## config.mk

```make
export PLATFORM = sky130hd
export DESIGN_NAME = roteamento_arbitro
export DESIGN_NICKNAME = d
export VERILOG_FILES = /design/src/rtl/roteamento_arbitro.sv
export SDC_FILE = /design/constraint.sdc
export NUM_CORES = 1
export LEC_CHECK = 0
export CAP_MARGIN = 0
export CORE_AREA = 2 2 47 49
export CTS_CLUSTER_SIZE = 10
export DETAILED_ROUTE_END_ITERATION = 6
export DIE_AREA = 0 0 49 51
export PLACE_DENSITY = 0.85
export SLEW_MARGIN = 20
export SYNTH_ARGS = -nofsm -noshare
export SYNTH_HDL_FRONTEND = slang
export SYNTH_SLANG_ARGS = --single-unit
```

## constraint.sdc

```tcl
create_clock -name clk -period 4.4 [get_ports clk]
set_input_delay 0.88 -clock clk [delete_from_list [all_inputs] [get_ports clk]]
set_output_delay 0.88 -clock clk [all_outputs]
set_load 0.005 [all_outputs]
```

## src/rtl/roteamento_arbitro.sv

```systemverilog
// roteamento_arbitro: four-source burst arbiter with a registered grant and a
// combinational data path.
// The default build rotates priority round-robin after every release.
// Defining ROTEAMENTO_PRIORIDADE_FIXA_EN switches to fixed priority, with A
// highest. The MAX_RAJADA burst limit and the one-cycle IDLE bubble apply in
// both builds.
module roteamento_arbitro #(
  parameter int unsigned MAX_RAJADA = 4
) (
  input  logic       clk,
  input  logic       reset,
  input  logic [3:0] req,
  input  logic [3:0] A,
  input  logic [3:0] B,
  input  logic [3:0] C,
  input  logic [3:0] D,
  input  logic       pronto,
  output logic [1:0] SEL,
  output logic [3:0] gnt,
  output logic       valido,
  output logic [3:0] Saida
);

  localparam int unsigned NUM_FONTES = 4;
  localparam int unsigned IDX_W      = 2;
  localparam int unsigned CNT_W      = 4;
  localparam logic [CNT_W-1:0] ULTIMO = CNT_W'(MAX_RAJADA - 1);

  typedef enum logic {IDLE, ATIVO} estado_t;

  estado_t          estado_q, estado_d;
  logic [IDX_W-1:0] sel_q, sel_d;
  logic [3:0]       gnt_q, gnt_d;
  logic [CNT_W-1:0] cnt_q, cnt_d;
  logic [IDX_W-1:0] vencedor;
  logic             liberar;
  logic             transfer;

`ifdef ROTEAMENTO_PRIORIDADE_FIXA_EN
  // Fixed priority: lowest-index requester wins.
  always_comb begin
    vencedor = '0;
    for (int i = NUM_FONTES - 1; i >= 0; i--) begin
      if (req[i]) vencedor = IDX_W'(i);
    end
  end
`else
  logic [IDX_W-1:0] ptr_q, ptr_d;
  logic [IDX_W-1:0] rr_idx;
  logic             achou;

  // Round-robin: first requester found scanning upward from ptr, wrapping.
  always_comb begin
    vencedor = ptr_q;
    rr_idx   = ptr_q;
    achou    = 1'b0;
    for (int i = 0; i < NUM_FONTES; i++) begin
      rr_idx = ptr_q + IDX_W'(i);
      if (!achou && req[rr_idx]) begin
        vencedor = rr_idx;
        achou    = 1'b1;
      end
    end
  end

  // Rotate the pointer past the source that just released.
  always_comb begin
    ptr_d = ptr_q;
    if (liberar) ptr_d = sel_q + IDX_W'(1);
  end

  // Pointer register.
  always_ff @(posedge clk or posedge reset) begin
    if (reset) ptr_q <= '0;
    else       ptr_q <= ptr_d;
  end
`endif

  // A transfer happens only while the granted source still requests.
  assign valido   = (estado_q == ATIVO) && req[sel_q];
  assign transfer = valido && pronto;

  // Next-state logic: grant in IDLE, count and release in ATIVO.
  always_comb begin
    estado_d = estado_q;
    sel_d    = sel_q;
    gnt_d    = gnt_q;
    cnt_d    = cnt_q;
    liberar  = 1'b0;
    case (estado_q)
      IDLE: begin
        gnt_d = '0;
        if (|req) begin
          estado_d = ATIVO;
          sel_d    = vencedor;
          gnt_d    = 4'b0001 << vencedor;
          cnt_d    = '0;
        end
      end
      ATIVO: begin
        // A dropped request takes precedence over the burst limit.
        if (!req[sel_q]) begin
          liberar = 1'b1;
        end else if (transfer) begin
          cnt_d = cnt_q + CNT_W'(1);
          if (cnt_q == ULTIMO) liberar = 1'b1;
        end
      end
      default: estado_d = IDLE;
    endcase
    if (liberar) begin
      estado_d = IDLE;
      gnt_d    = '0;
    end
  end

  // State, grant, select and burst counter registers.
  always_ff @(posedge clk or posedge reset) begin
    if (reset) begin
      estado_q <= IDLE;
      sel_q    <= '0;
      gnt_q    <= '0;
      cnt_q    <= '0;
    end else begin
      estado_q <= estado_d;
      sel_q    <= sel_d;
      gnt_q    <= gnt_d;
      cnt_q    <= cnt_d;
    end
  end

  // Unregistered data mux, forced to zero when nothing is valid.
  always_comb begin
    Saida = '0;
    if (valido) begin
      case (sel_q)
        2'd0:    Saida = A;
        2'd1:    Saida = B;
        2'd2:    Saida = C;
        default: Saida = D;
      endcase
    end
  end

  assign SEL = sel_q;
  assign gnt = gnt_q;

endmodule

```

# == Word level (Yosys, flattened, before mapping) ==
# Index checks and enable logic that the tools add are counted.
# totals
register_bits,13
in_bits,23
out_inout_bits,11
# classes
n_addsub,5
magnitude_cmp,5
eq_ne,7
shifts,1
n_mux,32
bitwise,1
n_reduce_logical,12
# ops
cell,count
$mux 4,7
$lt 2x3->1 const B,5
$mux 1,15
$pmux 4 s3,1
$bmux 1 s2,5
$pmux 4 s2,1
$mux 2,3
$ne 2x1->1 const B,3
$logic_and 1x1->1,5
$add 2x1->2 const B,2
$add 2x2->2 const B,2
$add 4x1->4 const B,1
$eq 4x2->1 const B,1
$reduce_or 4->1,1
$shl 1x2->4 const A,1
$logic_not 1->1,3
$reduce_and 3->1,1
$eq 2x1->1 const B,1
$eq 2x2->1 const B,1
$logic_not 2->1,1
$ne 2x2->1 const B,1
$reduce_and 2->1,1
$not 1->1,1

# == Depth between registers and ports, before layout ==
# logic_depth
ltp_word,16
ltp_mapped,6

# == Worst setup path before layout ==
# Ideal clock, no wire load.
# synth_timing
path_kind,input to output
start,in req[3]
end,out Saida[0]
arrival_ps,1620
required_ps,3520
setup_slack_ps,1900
stages,3
n_path_buf,0
path_cell_list,mux4_2 -> nand2_2 -> nor2_1
# synth_via
elab_chain_cells,4
# synth_lines
item,line,text
from (decl),12,"input logic [3:0] req,"
$bmux 1 s2,80,assign valido = (estado_q == ATIVO) && req[sel_q];
$mux 1 (implied by the code),80,
$logic_and 1x1->1,80,
$mux 4,135,if (valido) begin
to (decl),21,output logic [3:0] Saida
# No other way between the ends. The select of a mux whose other input is x is not followed.

# == Worst setup path in the final report ==
# layout_timing
start,in req[0]
end,out Saida[0]
# The elaborated chain is that of the path after synthesis.

==> summary.txt <==
First-pass GRT wire length - 3590 µm
# DRC - 0
Fin crit share - 0.812
Final Hold Viols - 0
WP data arrival - 2.69 ns
Via count - 855
Setup repair after global routing missed its margin - false
Initial antenna violation count - 0
Reg-to-reg slack, setup - 2.66 ns
Ports - 34
CTS clk-pin slew, worst paths - 0.07 ns
Final setup viols - 0
Status - complete, no violations
Hpwl dp - 1700 µm
Top cell type's share of synthesized area - 0.380
#FFs+latches synth - 13
Max cap viols - 0
Util after Layout - 0.603
Max transition margin - 0.686
Mapped Avg Cell Area - 9.51 µm²
Hold-fix buffers, CTS - 0
N_diodes - 0
Global-route usage over all layers - 0.188
CTS tree - built
Distinct cells, synth - 33
Synth Flop Type - dfrtp_1
Cell row count - 17
Final layout net count - 155
Hold endpoint - gnt[3]
Synth warn - 0
Clk buf depth - 2
Worst Setup Start Kind - input port
IO buf count - 33
Critical path type - input port to output port
VDD IR max - 0.000300 V
Critical Path RT - 3.52 ns
Core Box Area - 2060 µm²
Clk sinks - 13
Area of the die - 2500 µm²
Setup TNS - 0 ns
Hold path depth - 1
Initial cell density of the core - 0.415
Worst r2r path cells - 4
FILL cells - 180
DRT Pass-1 Iters - 4
Postcts setup bufs - 0
H-tree levels - 1
Netlist Area Pre-Place - 856 µm²
Clk_lat worst skew - 0.29 ns
Leak Pwr - 0.530 nW
Via-per-instance ratio - 5.55
Root Buffer - clkbuf_4
Worst Hold Launch - gnt[3]
Largest cells by area after synthesis - dfrtp_1, ha_1, nor2_1, a222oi_1, a21oi_1
Worst hold path type - flop to flop
Die Y - 51 µm
Clk_skew - 0.00310 ns
Total grt overflow - 0
Area of the multi-input gates - 504 µm²
Layout Area Growth over Synthesis - 45.3%
Antenna Nets Post-Route - 0
Cell Pwr Density - 577 nW/µm²
Crit-path max FO - 9
Worst setup path startpoint - req[0]
Crit path capture type - output port
Final Routed Wirelength - 2200 µm
Net Count, Synth - 118
Post-CTS sizing - 0
Largest net degree at the start of global routing - 14
Ys async rst share - 1.00
DRT iter0 DRCs - 17
Register area share after synthesis - 0.380
Drt wl/cell - 14.3 µm
Sequential cell area - 325 µm²
Worst R2R Start - SEL[0]
Largest area contributor in the netlist - dfrtp_1
GPL Wtd Cong - 0.810
Worst slack at placement - 0.824 ns
Die X - 49 µm
Vias in the first global route - 841
Reg-to-Reg End - ptr_q[1]
Share of cells above drive strength 1 - 0.0873
Post-Synthesis Cells - 90
Max Clock Freq - 280 MHz
Num CTS Buffers - 3
Fin. max-slew vios - 0
Slew at the pin closest to its max-slew limit - 0.470 ns
Min Tclk post-route - 3.57 ns
Post-synth EDFFs - 0
Setup ws final - 0.828 ns
-- worst max-delay path by stage --
stage | end | cells past startpoint
2_1_floorplan | Saida[0] | 3
3_3_place_gp | Saida[3] | 5
3_5_place_dp | Saida[0] | 5
4_1_cts | Saida[0] | 5
5_1_grt | Saida[0] | 5
6_report | Saida[0] | 5
-- registers in the layout (all words and copies together) (netlist names) --
register  cells
estado_q      1
ptr_q         2
SEL           2
cnt_q         4
gnt           4
-- layout by cell type (no fill, tap or decap), types with 2 or more instances in the layout --
master and n:
a21oi_1 7, a222oi_1 4, a22o_1 2, clkbuf_4 3, clkdlybuf4s50_1 33, dfrtp_1 13, ha_1 5, inv_1 6
nand2_1 5, nand4_1 2, nor2_1 11, nor2b_1 2, o211ai_1 2, o21ai_0 6, o22ai_1 3, o2bb2ai_1 2
o31ai_1 2
-- layout make-up --
class                           count  area share
Multi-Input combinational cell     70       0.405
Timing Repair Buffer               33       0.266
Sequential cell                    13       0.262
Tap cell                           28      0.0282
Clock buffer                        4      0.0211
Inverter                            6      0.0181
-- critical path: stages --
cell             delay [ns]
clkdlybuf4s50_1        0.52
mux4_2                 0.57
nand2_2                0.19
nor2_1                 0.09
clkdlybuf4s50_1        0.45
-- synthesized netlist by cell type (2+ instances only) --
cell / number
a21oi_1: 7
a222oi_1: 4
a22o_1: 2
dfrtp_1: 13
ha_1: 5
inv_1: 6
nand2_1: 5
nand4_1: 2
nor2_1: 11
nor2b_1: 2
o211ai_1: 2
o21ai_0: 6
o22ai_1: 3
o2bb2ai_1: 2
o31ai_1: 2
-- cells by family (layout without fill, tap and decap cells) --
kind of cell,after synthesis,count (layout),synth area share
mux,3,3,0.0555
compound gates,35,35,0.301
fa+ha+maj,5,5,0.0731
buf+inv,7,43,0.0307
simple gates,26,26,0.149
xor+xnor,1,1,0.0102
flops,13,13,0.380
-- layer usage --
layer,GRT usage,part of all wire
met5,0,0
met4,0.0714,0.014
met3,0.0702,0.10
met2,0.363,0.49
met1,0.180,0.39
-- report_power, final --
| part | internal [mW] | switching, mW | total (mW) |
|---|---|---|---|
| Clock | 0.0353 | 0.0413 | 0.0766 |
| Combinational | 0.224 | 0.199 | 0.423 |
| Sequential | 0.167 | 0.0515 | 0.219 |
-- through the flow --
step / std cells / hold WS, ns / area [µm²] / total power [mW]
finish: 154 / 0.498 / 1240 / 0.718
global route: 154 / 0.532 / 1240 / 0.774
CTS: 154 / 0.502 / 1240 / 0.721
detailed placement: 150 / 0.473 / 1220 / 0.641
global placement: 150 / 0.480 / 1220 / 0.622
floorplan: 90 / 0.479 / 856 / 0.465
Note: power is estimated with default switching activity, not from simulation.
